`src/rtl/cpu_pkg.sv`:
```
// Shared CPU constants for the fetch stage: data width, canonical NOP and default boot PC.
package cpu_pkg;

    localparam int          XLEN             = 32;
    localparam logic [31:0] NOP_INSTR        = 32'h0000_0013;
    localparam logic [31:0] DEFAULT_RESET_PC = 32'h0000_0000;

endpackage

```
`src/rtl/sat_counter.sv`:
```
// Saturating up-counter with synchronous reset; sticks at all-ones once reached.
module sat_counter #(
    parameter int W = 32
) (
    input  logic         clk_i,
    input  logic         rst_i,
    input  logic         inc_i,
    output logic [W-1:0] cnt_o
);

    localparam logic [W-1:0] CNT_MAX = {W{1'b1}};
    localparam logic [W-1:0] CNT_ONE = W'(1);

    logic [W-1:0] cnt_r;

    // Count qualified events until saturation
    always_ff @(posedge clk_i) begin
        if (rst_i) begin
            cnt_r <= {W{1'b0}};
        end else if (inc_i && (cnt_r != CNT_MAX)) begin
            cnt_r <= cnt_r + CNT_ONE;
        end else begin
            cnt_r <= cnt_r;
        end
    end

    assign cnt_o = cnt_r;

endmodule

```
`src/rtl/fetch_pc_unit.sv`:
```
// Fetch stage: PC register, next-PC selection from predictor controls, IF/ID register
// and branch/mispredict statistics counters.
module fetch_pc_unit
    import cpu_pkg::*;
#(
    parameter logic [31:0] RESET_PC = DEFAULT_RESET_PC,
    parameter int          CNT_W    = 32
) (
    input  logic             clk_i,
    input  logic             rst_i,
    input  logic             stall_i,
    input  logic             flush_br_i,
    input  logic             hit_i,
    input  logic [31:0]      npc_i,
    input  logic             br_resolve_EX_i,
    output logic [31:0]      imem_addr_o,
    input  logic [31:0]      imem_rdata_i,
    output logic [31:0]      pc_IF_o,
    output logic [31:0]      instr_IF_o,
    output logic [31:0]      pc_ID_o,
    output logic [31:0]      instr_ID_o,
    output logic             valid_ID_o,
    output logic             pred_taken_ID_o,
    output logic [CNT_W-1:0] br_cnt_o,
    output logic [CNT_W-1:0] mispred_cnt_o
);

    logic [XLEN-1:0] pc_r;
    logic [XLEN-1:0] pc_id_r;
    logic [XLEN-1:0] instr_id_r;
    logic            valid_id_r;
    logic            pred_taken_id_r;
    logic [XLEN-1:0] next_pc_s;
    logic            br_inc_s;

    // Next-PC priority: redirect on mispredict, hold on stall, predicted target, sequential
    always_comb begin
        next_pc_s = pc_r + 32'd4;
        if (flush_br_i) begin
            next_pc_s = npc_i;
        end else if (stall_i) begin
            next_pc_s = pc_r;
        end else if (hit_i) begin
            next_pc_s = npc_i;
        end else begin
            next_pc_s = pc_r + 32'd4;
        end
    end

    // PC and IF/ID register; a flush squashes the wrong-path word even while stalled
    always_ff @(posedge clk_i) begin
        if (rst_i) begin
            pc_r            <= RESET_PC;
            pc_id_r         <= 32'h0000_0000;
            instr_id_r      <= NOP_INSTR;
            valid_id_r      <= 1'b0;
            pred_taken_id_r <= 1'b0;
        end else begin
            pc_r <= next_pc_s;
            if (flush_br_i) begin
                pc_id_r         <= pc_id_r;
                instr_id_r      <= NOP_INSTR;
                valid_id_r      <= 1'b0;
                pred_taken_id_r <= 1'b0;
            end else if (stall_i) begin
                pc_id_r         <= pc_id_r;
                instr_id_r      <= instr_id_r;
                valid_id_r      <= valid_id_r;
                pred_taken_id_r <= pred_taken_id_r;
            end else begin
                pc_id_r         <= pc_r;
                instr_id_r      <= imem_rdata_i;
                valid_id_r      <= 1'b1;
                pred_taken_id_r <= hit_i;
            end
        end
    end

    assign br_inc_s = br_resolve_EX_i && !stall_i;

    sat_counter #(.W(CNT_W)) u_br_cnt (
        .clk_i (clk_i),
        .rst_i (rst_i),
        .inc_i (br_inc_s),
        .cnt_o (br_cnt_o)
    );

    sat_counter #(.W(CNT_W)) u_mispred_cnt (
        .clk_i (clk_i),
        .rst_i (rst_i),
        .inc_i (flush_br_i),
        .cnt_o (mispred_cnt_o)
    );

    assign imem_addr_o     = pc_r;
    assign pc_IF_o         = pc_r;
    assign instr_IF_o      = imem_rdata_i;
    assign pc_ID_o         = pc_id_r;
    assign instr_ID_o      = instr_id_r;
    assign valid_ID_o      = valid_id_r;
    assign pred_taken_ID_o = pred_taken_id_r;

endmodule

```
`config.mk`:
```
export PLATFORM = sky130hd
export DESIGN_NAME = fetch_pc_unit
export DESIGN_NICKNAME = d
export VERILOG_FILES = /design/src/rtl/cpu_pkg.sv /design/src/rtl/sat_counter.sv /design/src/rtl/fetch_pc_unit.sv
export SDC_FILE = /design/constraint.sdc
export NUM_CORES = 1
export LEC_CHECK = 0
export ABC_AREA = 1
export CAP_MARGIN = 10
export CORE_UTILIZATION = 40
export DETAILED_ROUTE_END_ITERATION = 10
export PLACE_DENSITY = 0.76
export SLEW_MARGIN = 20
export SYNTH_ARGS = -nofsm -noshare
export SYNTH_HDL_FRONTEND = slang
export SYNTH_SLANG_ARGS = --single-unit
```
`constraint.sdc`:
```
create_clock -name clk_i -period 1.7 [get_ports clk_i]
set_clock_uncertainty 0.2 [all_clocks]
set_input_delay 0.34 -clock clk_i [delete_from_list [all_inputs] [get_ports clk_i]]
set_output_delay 0.34 -clock clk_i [all_outputs]
set_load 0.005 [all_outputs]
```
Word level (Yosys, flattened, before mapping) --
Cells that the tools add are included.
Cells by class: $add $sub $neg 3, multipliers 0, div/mod/pow operators 0, order comparisons 0, eq/ne operators 3, shift operators 0, muxes and demuxes 3, bitwise gates (word level) 2, reduce and logical (&&, ||, !) cells 6
Operator list (number):
- 32-bit 2-to-1 mux | 3
- 32-bit by 1-bit adder with 32-bit output, second input constant | 2
- 32-bit inequality test, second input constant | 2
- 32-bit by 3-bit adder with 32-bit output, second input constant | 1
- 1-bit logical AND | 3
- 2-bit by 1-bit inequality test with 1-bit output, second input constant | 1
- 1-bit NOT | 2
- 2-bit AND reduction | 1
- 2-bit OR reduction | 1
- 1-bit logical NOT | 1
Word-level totals: flip-flop bits (word level) 162, latch bits 0, bits in writable memories 0, memory bits (read-only) 0, input port bits 70, output and inout port bits 226, word-level logic and storage cells 24, memories 0

Longest topological paths before layout --
Gate-level depths: netlist of run 1.
word-level depth 4, depth in mapped cells 13, mapped depth without buffers 12

Hierarchy --
From an unflattened synthesis of run 1, not the netlist that was laid out.
Second synthesis, totals: cell total of the unflattened synthesis 1374, area total of the unflattened synthesis 9103.7 um^2
By module, submodules not included:
- fetch_pc_unit | times used 1, cells each 726, area each 4979.8 um^2, sequential area each 1961.9 um^2
- sat_counter | times used 2, cells each 324, area each 2062.0 um^2, sequential area each 640.6 um^2

Least setup slack after synthesis of run 1 --
Ideal clock, no wire load.
path kind reg-to-reg, start reg u_mispred_cnt.cnt_r[0] (netlist: u_mispred_cnt.cnt_o[0]), end reg u_mispred_cnt.cnt_r[18] (netlist: u_mispred_cnt.cnt_o[18]), library setup time 0.125 ns, data arrival time 1.527 ns, required time 1.375 ns, setup slack -0.153 ns, cell stages (with the launch flop) 14, buffers on the path 1, clock period less this slack 1.853 ns, cells stage by stage dfxtp_1 ha_1 inv_1 nor2_4 nand2_4 nor2_4 nand2_4 nand2_8 inv_4 buf_6 nand2_1 nand2_1 nand2_1 nor2_2
On the way: word-level cells in the longest chain between the ends 2, elaborated cells between the ends (all ways) 3, those cells by class add/sub (1); eq/ne (1); reduce/logical (1)
Ends and longest elaborated chain:
- from (decl) | line sat_counter.sv:14 | logic [W-1:0] cnt_r;
- from (signal assigned) | line sat_counter.sv:19 | cnt_r <= {W{1'b0}};
- from (signal assigned) | line sat_counter.sv:21 | cnt_r <= cnt_r + CNT_ONE;
- from (signal assigned) | line sat_counter.sv:23 | cnt_r <= cnt_r;
- branches (longest 2 deep; another with 32-bit by 1-bit adder with 32-bit output)
Several ways; the timed one is not identified. A chain may end at the register's enable or synchronous reset.

Worst setup path in the final report of run 1 --
start reg u_br_cnt.cnt_r[5] (netlist: u_br_cnt.cnt_o[5]), end reg u_br_cnt.cnt_r[0] (netlist: u_br_cnt.cnt_o[0])
On the way: word-level cells in the longest chain between the ends 2
Ends and longest elaborated chain:
- from (decl) | line sat_counter.sv:14
- from (signal assigned) | line sat_counter.sv:19
- from (signal assigned) | line sat_counter.sv:21
- from (signal assigned) | line sat_counter.sv:23
- 32-bit inequality test | line sat_counter.sv:20 | end else if (inc_i && (cnt_r != CNT_MAX)) begin
- 1-bit logical AND | line sat_counter.sv:20
Every way passes these cells.

==> results of run 1 <==
==> worst paths after layout <==
kind,startpoint,endpoint,cells past startpoint
worst max register to register,u_br_cnt.cnt_o[5]$_SDFFE_PP0P_,u_br_cnt.cnt_o[0]$_SDFFE_PP0P_,11
worst min register to register,instr_ID_o[8]$_SDFFE_PP0N_,instr_ID_o[8]$_SDFFE_PP0N_,2
worst max-delay path,u_br_cnt.cnt_o[5]$_SDFFE_PP0P_,u_br_cnt.cnt_o[0]$_SDFFE_PP0P_,11
worst min-delay path,imem_rdata_i[4],instr_ID_o[4]$_SDFFE_PP1N_,3
==> layout make-up <==
class / instances / area [sq um]
tap: 280 / 350.3
fill: 1614 / 5806
clock buffer: 18 / 429.2
antenna: 2 / 5.005
inverter: 68 / 287.8
multi-input combinational: 1059 / 5881
clock inverter: 13 / 132.6
timing repair buffer: 615 / 5559
sequential: 162 / 3441
==> power breakdown <==
part           switching [mW]  total [mW]  internal [mW]
sequential              0.117        4.05           3.93
combinational           0.907        1.83          0.926
clock                    1.77        3.81           2.04
total                    2.80        9.69           6.90
==> timing repair <==
item	4_1_cts	5_1_grt
setup endpoints to repair	301	149
resized for setup	592	313
pin swaps	46	94
hold buffers	0	0
buffers inserted	70	29
cloned	4	2
==> layer usage <==
metal  GRT usage (%)  part of all wire (%)  up-vias
met4           15.20                   5.9        0
li1                -                     -     5438
met5               0                     0        -
met1           36.88                    35     5531
met2           55.18                    49      856
met3           6.257                   9.6      235
==> cells by family after synthesis <==
| kind of cell | Yosys count |
|---|---|
| and+or+nand+nor | 824 |
| AOI/OAI and AO/OA | 205 |
| buffers and inverters | 182 |
| xor gates and xnor gates | 27 |
| DFF | 162 |
| adders and majority gates | 3 |
==> stage by stage <==
stage	worst slack [ps]	hold WS (ps)	power, mW	instances
after detailed placement	-431.8	253.4	5.703	2088
after floorplan	-20.70	252.3	4.770	1403
final	-280.8	122.1	9.694	2217
after CTS	-155.2	125.9	9.478	2192
after global routing	-353.6	126.5	10.01	2217
after global placement	-376.6	248.4	5.678	2088
==> cells in the final DEF (no fill, tap or decap), types with 19 or more instances in the layout <==
| cell type | Yosys | layout |
|---|---|---|
| nand3_1 | 44 | 34 |
| buf_4 | 65 | 244 |
| dlygate4sd2_1 | 0 | 138 |
| a21oi_1 | 132 | 88 |
| nor2_2 | 8 | 36 |
| o21ai_0 | 54 | 40 |
| a21oi_2 | 3 | 47 |
| nor2_4 | 5 | 44 |
| inv_1 | 60 | 54 |
| nand2_4 | 3 | 40 |
| nor2_1 | 236 | 169 |
| clkbuf_16 | 0 | 19 |
| nand2_2 | 2 | 63 |
| dfxtp_4 | 0 | 27 |
| dfxtp_1 | 162 | 58 |
| nand3b_1 | 22 | 22 |
| nand2_1 | 491 | 392 |
| clkdlybuf4s50_1 | 0 | 67 |
| buf_6 | 8 | 61 |
| dfxtp_2 | 0 | 77 |
| clkdlybuf4s15_1 | 0 | 55 |
==> worst max-delay path, stage by stage (launching register included) <==
cell	delay (ps)
dfxtp_4	360
buf_4	140
nand2_1	100
nor2_2	210
nand2_4	100
nor2_4	150
nand2_4	80
nand2_8	130
buf_6	140
buf_6	100
o21ai_2	50
a21oi_2	140
==> state kept, by name, summed over array words and instances (netlist names) <==
| signal | count |
|---|---|
| pc_ID_o | 32 |
| u_br_cnt.cnt_o | 32 |
| imem_addr_o | 32 |
| u_mispred_cnt.cnt_o | 32 |
| instr_ID_o | 32 |
| valid_ID_o | 1 |
| pred_taken_ID_o | 1 |
==> impl_summary.txt, run 1 <==
----------------------------------------------------
[Clock tree]
  Clock edge transition at the registers on the reported setup and hold paths ... 80 ps
  H-tree Lvls ... 4
  Maximum root-to-sink buffer count ... 2
  Number of buffers inserted during clock tree synthesis ... 17
  Latest clock arrival within the worst-skew pair ... 440 ps
  Clock Sinks ... 162
  Root cell of the clock tree ... clkbuf_16
  TritonCTS clock tree ... done

[Logic synthesis]
  Sequential element share of the synthesized area ... 36.19%
  Most repeated cell in the gate-level netlist after synthesis ... nand2_1
  Compound-Gate Fraction of Synth Area ... 11.95%
  Synth Area in Simple Gates ... 37.57%
  Most common library cells after synthesis ... 491 x nand2_1, 236 x nor2_1, 162 x dfxtp_1
  Combinational family with the most area after synthesis ... simple AND/OR/NAND/NOR gates
  Gate Count Post-Synth ... 1403
  Ranking of synthesized cells by area ... dfxtp_1 36%, nand2_1 21%, nor2_1 9.9%, a21oi_1 7.4%, buf_4 5.4%
  Post-synth EDFFs ... 0
  Xor and xnor fraction of the mapped netlist area ... 2.639%
  Number of synthesized register bits ... 162
  Multiplexer area fraction after synthesis ... 0%
  Most used flip-flop cell after synthesis ... dfxtp_1
  Synthesized netlist net count ... 1476
  Number of library cell types mapped by synthesis ... 37
  Syn_area_per_cell ... 6.388 sq um
  Yosys warns ... 0
  Proportion of register bits with asynchronous set or reset after synthesis ... 0%
  Adder and majority gate portion of the synthesized area ... 0.4188%
  Cell taking the most area after synthesis ... dfxtp_1
  Share of Yosys cell area claimed by the top area cell type ... 36.19%
  Post-Syn Area ... 0.008962 sq mm

[STA]
  Slew of the pin with the lowest slew margin ... 564.5 ps
  Worst max-slew margin expressed relative to the limit ... 62.37%
  Total setup violations reported at the end of the flow ... 81
  Count of final max-slew check failures ... 0
  Crit share post-route ... 116.5%
  Setup slack of the critical path after layout ... -280.8 ps
  Achievable Freq ... 504.9 MHz
  Count of final hold-check violations ... 0
  Setup repair after global routing missed its margin ... yes
  Post-layout minimum cycle time ... 1981 ps
  Setup tns final ... -11140 ps

[Placed design]
  Number of I/O port buffers ... 295
  Weighted congestion at the end of routability-driven global placement ... 1.036
  DP HPWL ... 25870 microns
  DP Area ... 0.01338 sq mm

[Critical path]
  Worst Path Class, Setup ... flip-flop to flip-flop
  Maximum fanout along the worst path ... 6
  Worst-case register-to-register setup slack ... -280 ps
  Required time at the endpoint of the critical path ... 1860 ps
  Critical Path AT ... 2140 ps
  Setup crit start kind ... flip-flop
  Type of destination of the critical path ... flip-flop

[Global route]
  Pin count of the biggest net entering global routing ... 43
  Antenna violations before repair ... 2
  GR Util All Layers ... 31.64%
  Via count of the first global-routing pass ... 10890
  Wire length of the first global-routing pass ... 56010 microns
  Total global routing overflow ... 0

[Floorplanning]
  Area of the placeable core ... 0.02189 sq mm
  Row count ... 54
  Die span in x ... 151.7 microns
  Initial core utilization ... 40.94%
  Die Outline Area ... 0.02301 sq mm
  Top-level port count ... 296
  Die Height ... 151.7 microns

[Layout]
  Area growth from synthesis to layout ... 79.48%
  Final core utilization ... 73.48%
  Finished Cell Area ... 0.01609 sq mm
  Count of nets after finishing ... 1996
  Layout cell share with drive strength beyond 1 ... 39.43%

[Pwr]
  Leakage power ... 7.172 nW
  Power per cell area ... 602.7 mW/mm^2
  Maximum VDD drop ... 0.8052 mV

[Drt]
  Post-Route WL ... 41620 microns
  Via total after detailed routing ... 12060
  Post-detailed-route count of antenna-violating nets ... 0
  Detailed-routing iteration count for the pre-antenna-repair pass ... 6
  Detailed Route Iter0 Violations ... 946
  Drc violations ... 0
  Via count normalized by instance count ... 5.440
  Routed wirelength normalized by instance count ... 18.77 microns

[Run status]
  Result of the run ... complete, but fails checks
  Violated checks ... negative setup slack

[Hold path]
  Class of the tightest hold or removal check ... primary input to flip-flop

[Flow run]
  Max_cap viols ... 0

----------------------------------------------------
(Power assumes the default switching activity.)
==> inputs of run 2 (changes only) <==
Settings changed: PLACE_DENSITY 0.76 to unset, PLACE_DENSITY_LB_ADDON set to 0.25.
==> impl_summary.txt, run 2 (same netlist as run 1, synthesis figures left out) <==
----------------------------------------------------
[Run status]
  Result of the run ... complete, but fails checks
  Violated checks ... negative setup slack

[Critical path]
  Setup crit start kind ... flip-flop
  Worst-case register-to-register setup slack ... -230 ps
  Type of destination of the critical path ... flip-flop
  Reg2Reg Launch Point ... u_br_cnt.cnt_o[1]$_SDFFE_PP0P_
  Capturing element of the worst setup path ... u_br_cnt.cnt_o[5]$_SDFFE_PP0P_
  Worst Reg-to-Reg Cells ... 12
  Maximum fanout along the worst path ... 7
  Worst Path Class, Setup ... flip-flop to flip-flop
  Startpoint of the most critical setup path ... u_br_cnt.cnt_o[1]$_SDFFE_PP0P_
  Critical Path AT ... 2020 ps
  Reg-to-Reg End ... u_br_cnt.cnt_o[5]$_SDFFE_PP0P_
  Required time at the endpoint of the critical path ... 1790 ps

[Layout]
  Highest-count cells in the layout ignoring fill and taps ... 387 x nand2_1, 243 x buf_4, 166 x nor2_1
  Area growth from synthesis to layout ... 80.33%
  Count of nets after finishing ... 2001
  Layout cell share with drive strength beyond 1 ... 39.05%
  Most common cell after layout, fill and taps aside ... nand2_1
  Total of fill cells in the finished design ... 1651

[Floorplanning]
  Initial core utilization ... 40.94%
  Die Outline Area ... 0.02301 sq mm
  Row count ... 54
  Top-level port count ... 296
  Die Height ... 151.7 microns
  Die span in x ... 151.7 microns
  Area of the placeable core ... 0.02189 sq mm

[Global route]
  Via count of the first global-routing pass ... 10790
  Grt met3 use ... 7.305%
  Layer with the highest usage ... met2
  Met1 GRT Util ... 34.70%
  Global-route met2 utilization ... 52.66%
  Total global routing overflow ... 0
  Wire length of the first global-routing pass ... 53710 microns
  Antenna violations before repair ... 3
  Pin count of the biggest net entering global routing ... 51
  GR Util All Layers ... 30.29%

[STA]
  Count of final max-slew check failures ... 0
  Worst max-slew margin expressed relative to the limit ... 43.80%
  Setup slack of the critical path after layout ... -229.5 ps
  Worst hold slack ... 105.3 ps
  Setup repair after global routing missed its margin ... yes
  Total setup violations reported at the end of the flow ... 72
  Post-layout minimum cycle time ... 1929 ps
  Crit share post-route ... 113.5%
  Count of final hold-check violations ... 0
  Achievable Freq ... 518.3 MHz
  Slew of the pin with the lowest slew margin ... 843.1 ps

[Hold path]
  Class of the tightest hold or removal check ... primary input to flip-flop

[Clock tree]
  Root cell of the clock tree ... clkbuf_16
  Number of buffers inserted during clock tree synthesis ... 17
  Clock Sinks ... 162
  Maximum root-to-sink buffer count ... 2
  H-tree Lvls ... 4
  Hold_buf cts ... 0
  Latest clock arrival within the worst-skew pair ... 450 ps
  TritonCTS clock tree ... done
  Clock edge transition at the registers on the reported setup and hold paths ... 80 ps

[Drt]
  Post-Route WL ... 37370 microns
  Detailed Route Iter0 Violations ... 763
  Via count normalized by instance count ... 5.154
  Post-detailed-route count of antenna-violating nets ... 0
  Drc violations ... 0
  Via total after detailed routing ... 11460
  Detailed-routing iteration count for the pre-antenna-repair pass ... 7
  Routed wirelength normalized by instance count ... 16.80 microns

[Pwr]
  Maximum VDD drop ... 0.6426 mV
  Post-layout power ... 9.922 mW
  Leakage power ... 7.217 nW
  Power per cell area ... 613.9 mW/mm^2

[Placed design]
  Minimum setup slack after placement ... -382.7 ps
  Weighted congestion at the end of routability-driven global placement ... 0.9313
  DP HPWL ... 23820 microns
  Number of I/O port buffers ... 295

[Flow run]
  Max_cap viols ... 0

----------------------------------------------------
## run 2: cell types whose count changed in the layout (fill, tap and decap cells not counted), sizes merged
cell / change
clkbuf: +2
clkdlybuf4s50: +1
dlymetal6s2s: -1
diode: +1
clkinv: +2
dlygate4sd2: -11
buf: +5
clkinvlp: -4
clkdlybuf4s15: +7
inv: +5
## run 2: worst min-delay path by stage
| stage | depth (start not counted) | to | from | slack, ps |
|---|---|---|---|---|
| 6_report | 4 | instr_ID_o[4]$_SDFFE_PP1N_ | rst_i | 110 |
| 3_3_place_gp | 2 | instr_ID_o[26]$_SDFFE_PP0N_ | instr_ID_o[26]$_SDFFE_PP0N_ | 240 |
| 4_1_cts | 4 | instr_ID_o[4]$_SDFFE_PP1N_ | rst_i | 110 |
| 5_1_grt | 4 | instr_ID_o[0]$_SDFFE_PP1N_ | rst_i | 130 |
| 2_1_floorplan | 2 | instr_ID_o[26]$_SDFFE_PP0N_ | instr_ID_o[26]$_SDFFE_PP0N_ | 250 |
| 3_5_place_dp | 2 | instr_ID_o[26]$_SDFFE_PP0N_ | instr_ID_o[26]$_SDFFE_PP0N_ | 250 |
## run 2: layer usage
metal	share of wire, %	vias to the layer above
li1	-	5449
met4	4.7	0
met3	7.5	145
met1	38	5312
met5	0	-
met2	50	556
## run 2: timing repair
action,in CTS,in global routing
pin swaps,72,86
setup endpoints to repair,303,146
hold endpoints to repair,0,0
resized for setup,643,257
gates cloned,7,0
setup buffers,88,24
## run 2: final cells by class
cell class | instances | area (sq um) | share of cell area, %
diodes | 3 | 7.507 | 0.04645
clock buffers | 17 | 425.4 | 2.632
clock inverters | 15 | 187.7 | 1.161
inverters | 68 | 285.3 | 1.765
multi-input cells | 1059 | 5833 | 36.09
flip-flops and latches | 162 | 3431 | 21.23
well taps | 280 | 350.3 | 2.168
repair buffers | 619 | 5630 | 34.84
repair inverters | 1 | 11.26 | 0.06968
## run 2: stage by stage
stage / cells / cell area [sq um] / setup TNS (ps) / util, %
detailed placement: 2091 / 13420 / -41250 / 61.29
finish: 2224 / 16160 / -9759 / 73.83
global route: 2223 / 16160 / -14920 / 73.82
global placement: 2091 / 13420 / -35470 / 61.29
floorplan: 1403 / 8999 / -20.70 / -
CTS: 2215 / 15500 / -8593 / 70.83
## run 2: power breakdown
part | switching [mW] | leakage (nW) | internal [mW] | total, mW
registers | 0.110 | 1.37 | 3.93 | 4.04
logic | 0.874 | 5.54 | 0.948 | 1.82
clock network | 1.94 | 0.300 | 2.12 | 4.06
## run 2: critical path, cell delays in order (launching register included)
cell and delay [ps]:
dfxtp_4 380, ha_4 150, inv_4 40, nor2_4 130, nand2_4 90, nor2_4 140
nand2_4 90, nand2_8 120, buf_12 130, inv_12 40, buf_12 130, nand2_1 80
a21oi_2 60
==> inputs of run 3 (changes only) <==
Settings changed: CORE_MARGIN set to 3.
==> impl_summary.txt, run 3 (same netlist as run 1, synthesis figures left out) <==
----------------------------------------------------
[Run status]
  Result of the run ... complete, but fails checks
  Violated checks ... negative setup slack

[Layout]
  Area growth from synthesis to layout ... 77.24%
  Layout cell share with drive strength beyond 1 ... 38.41%
  Count of nets after finishing ... 1984
  Antenna diode count ... 0
  Most common cell after layout, fill and taps aside ... nand2_1
  Highest-count cells in the layout ignoring fill and taps ... 400 x nand2_1, 242 x buf_4, 161 x nor2_1
  Finished Cell Area ... 0.01589 sq mm

[Placed design]
  Weighted congestion at the end of routability-driven global placement ... 0.9067
  Number of I/O port buffers ... 295
  DP Area ... 0.01350 sq mm
  DP HPWL ... 24160 microns

[STA]
  Crit share post-route ... 114.4%
  Post-layout minimum cycle time ... 1945 ps
  Achievable Freq ... 514.1 MHz
  Count of final hold-check violations ... 0
  Setup tns final ... -9532 ps
  Setup repair after global routing missed its margin ... yes
  Setup slack of the critical path after layout ... -245.2 ps
  Slew of the pin with the lowest slew margin ... 488.6 ps
  Count of final max-slew check failures ... 0
  Worst max-slew margin expressed relative to the limit ... 67.31%
  Total setup violations reported at the end of the flow ... 67

[Pwr]
  Power per cell area ... 611.9 mW/mm^2
  Fraction of power spent switching nets ... 29.78%
  Clock network power share ... 40.2%
  Pint ... 6.825 mW
  P_sw ... 2.895 mW
  Maximum VDD drop ... 0.6181 mV
  Post-layout power ... 9.720 mW
  Leakage power ... 6.958 nW
  Logic pwr share ... 18.4%
  Sequential fraction of design power ... 41.4%

[Floorplanning]
  Initial core utilization ... 40.94%
  Die Height ... 155.7 microns
  Die span in x ... 155.7 microns
  Row count ... 54
  Die Outline Area ... 0.02424 sq mm
  Top-level port count ... 296
  Area of the placeable core ... 0.02189 sq mm

[Hold path]
  Worst Hold End ... instr_ID_o[1]$_SDFFE_PP1N_
  Hold path cells ... 4
  Class of the tightest hold or removal check ... primary input to flip-flop
  Worst hold path startpoint ... rst_i

[Critical path]
  Required time at the endpoint of the critical path ... 1860 ps
  Critical Path AT ... 2110 ps
  Setup crit start kind ... flip-flop
  Worst Path Class, Setup ... flip-flop to flip-flop
  Reg2Reg Launch Point ... u_br_cnt.cnt_o[3]$_SDFFE_PP0P_
  Worst Reg-to-Reg Cells ... 11
  Worst-case register-to-register setup slack ... -250 ps
  Maximum fanout along the worst path ... 7
  Type of destination of the critical path ... flip-flop
  Reg-to-Reg End ... u_br_cnt.cnt_o[28]$_SDFFE_PP0P_

[Clock tree]
  Latest clock arrival within the worst-skew pair ... 440 ps
  Clock edge transition at the registers on the reported setup and hold paths ... 80 ps
  Number of buffers inserted during clock tree synthesis ... 17
  Maximum root-to-sink buffer count ... 2
  Root cell of the clock tree ... clkbuf_16
  Hold_buf cts ... 0
  Clock Sinks ... 162
  H-tree Lvls ... 4
  TritonCTS clock tree ... done

[Drt]
  Drc violations ... 0
  Detailed Route Iter0 Violations ... 867
  Via total after detailed routing ... 11390
  Post-detailed-route count of antenna-violating nets ... 0
  Post-Route WL ... 37360 microns
  Detailed-routing iteration count for the pre-antenna-repair pass ... 6
  Routed wirelength normalized by instance count ... 16.95 microns
  Via count normalized by instance count ... 5.169

[Global route]
  Antenna violations before repair ... 0
  GR Util All Layers ... 27.86%
  Total global routing overflow ... 0
  Pin count of the biggest net entering global routing ... 59
  Via count of the first global-routing pass ... 10820
  Wire length of the first global-routing pass ... 54890 microns

[Flow run]
  Max_cap viols ... 0

----------------------------------------------------
## run 3: cell types whose count changed in the layout (fill, tap and decap cells not counted), sizes merged
cell	change
clkinvlp	+3
diode	-3
inv	+2
bufinv	-1
clkdlybuf4s15	-6
dlygate4sd2	+1
clkbuf	+7
clkinv	-3
buf	-20
## run 3: power by group through the flow
stage	sequential [mW]	combinational (mW)	clock, mW
floorplan	4.16	0.611	0
global placement	4.15	1.56	0
detailed placement	4.16	1.58	0
CTS	4.03	1.72	3.94
global route	4.05	1.92	4.10
finish	4.03	1.79	3.90
## run 3: final cells by class
type / instances / area, sq um
Clock buffer: 17 / 425.4
Clock inverter: 15 / 162.7
Fill cell: 1673 / 6006
Inverter: 68 / 282.8
Multi-Input combinational cell: 1059 / 5779
Sequential cell: 162 / 3436
Tap cell: 280 / 350.3
Timing Repair Buffer: 601 / 5431
Timing Repair inverter: 2 / 17.52
## run 3: worst max path at each step
stage / start / slack (ps) / cells past startpoint / end
2_1_floorplan: u_mispred_cnt.cnt_o[1]$_SDFFE_PP0P_ / -20 / 13 / u_mispred_cnt.cnt_o[18]$_SDFFE_PP0P_
3_3_place_gp: stall_i / -260 / 7 / u_br_cnt.cnt_o[5]$_SDFFE_PP0P_
3_5_place_dp: stall_i / -290 / 7 / u_br_cnt.cnt_o[10]$_SDFFE_PP0P_
4_1_cts: u_mispred_cnt.cnt_o[0]$_SDFFE_PP0P_ / -170 / 12 / u_mispred_cnt.cnt_o[8]$_SDFFE_PP0P_
5_1_grt: u_br_cnt.cnt_o[3]$_SDFFE_PP0P_ / -310 / 11 / u_br_cnt.cnt_o[28]$_SDFFE_PP0P_
6_report: u_br_cnt.cnt_o[3]$_SDFFE_PP0P_ / -250 / 11 / u_br_cnt.cnt_o[28]$_SDFFE_PP0P_
## run 3: through the flow
step / setup slack [ps] / cells / hold slack [ps] / util, %
after floorplan: -20.70 / 1403 / 252.3 / -
after global placement: -263.4 / 2099 / 241.5 / 61.68
after detailed placement: -293.3 / 2099 / 254.5 / 61.68
after CTS: -174.5 / 2198 / 181.3 / 69.53
after global routing: -306.9 / 2204 / 211.9 / 72.57
final: -245.2 / 2204 / 186.2 / 72.57
## run 3: metal layers
layer,GRT usage [%],vias to the layer above,part of all wire (%)
met5,0,-,0
met4,8.879,0,3.9
met3,6.852,132,7.9
met2,48.21,596,50
met1,34.13,5258,38
li1,-,5406,-
## run 3: repair_timing
action	4_1_cts	5_1_grt
buffers inserted	61	13
gates cloned	7	1
resized for setup	592	274
setup endpoints to repair	303	142
pin swaps	47	69
## run 3: worst max-delay path, stage by stage, from the launching register on
cell,delay [ps]
dfxtp_2,330
buf_4,130
nand2_2,70
nor2_4,220
nand2_4,90
nor2_4,160
nand2_4,90
nand2_8,140
buf_12,130
buf_16,120
nand2_2,50
a21oi_1,130
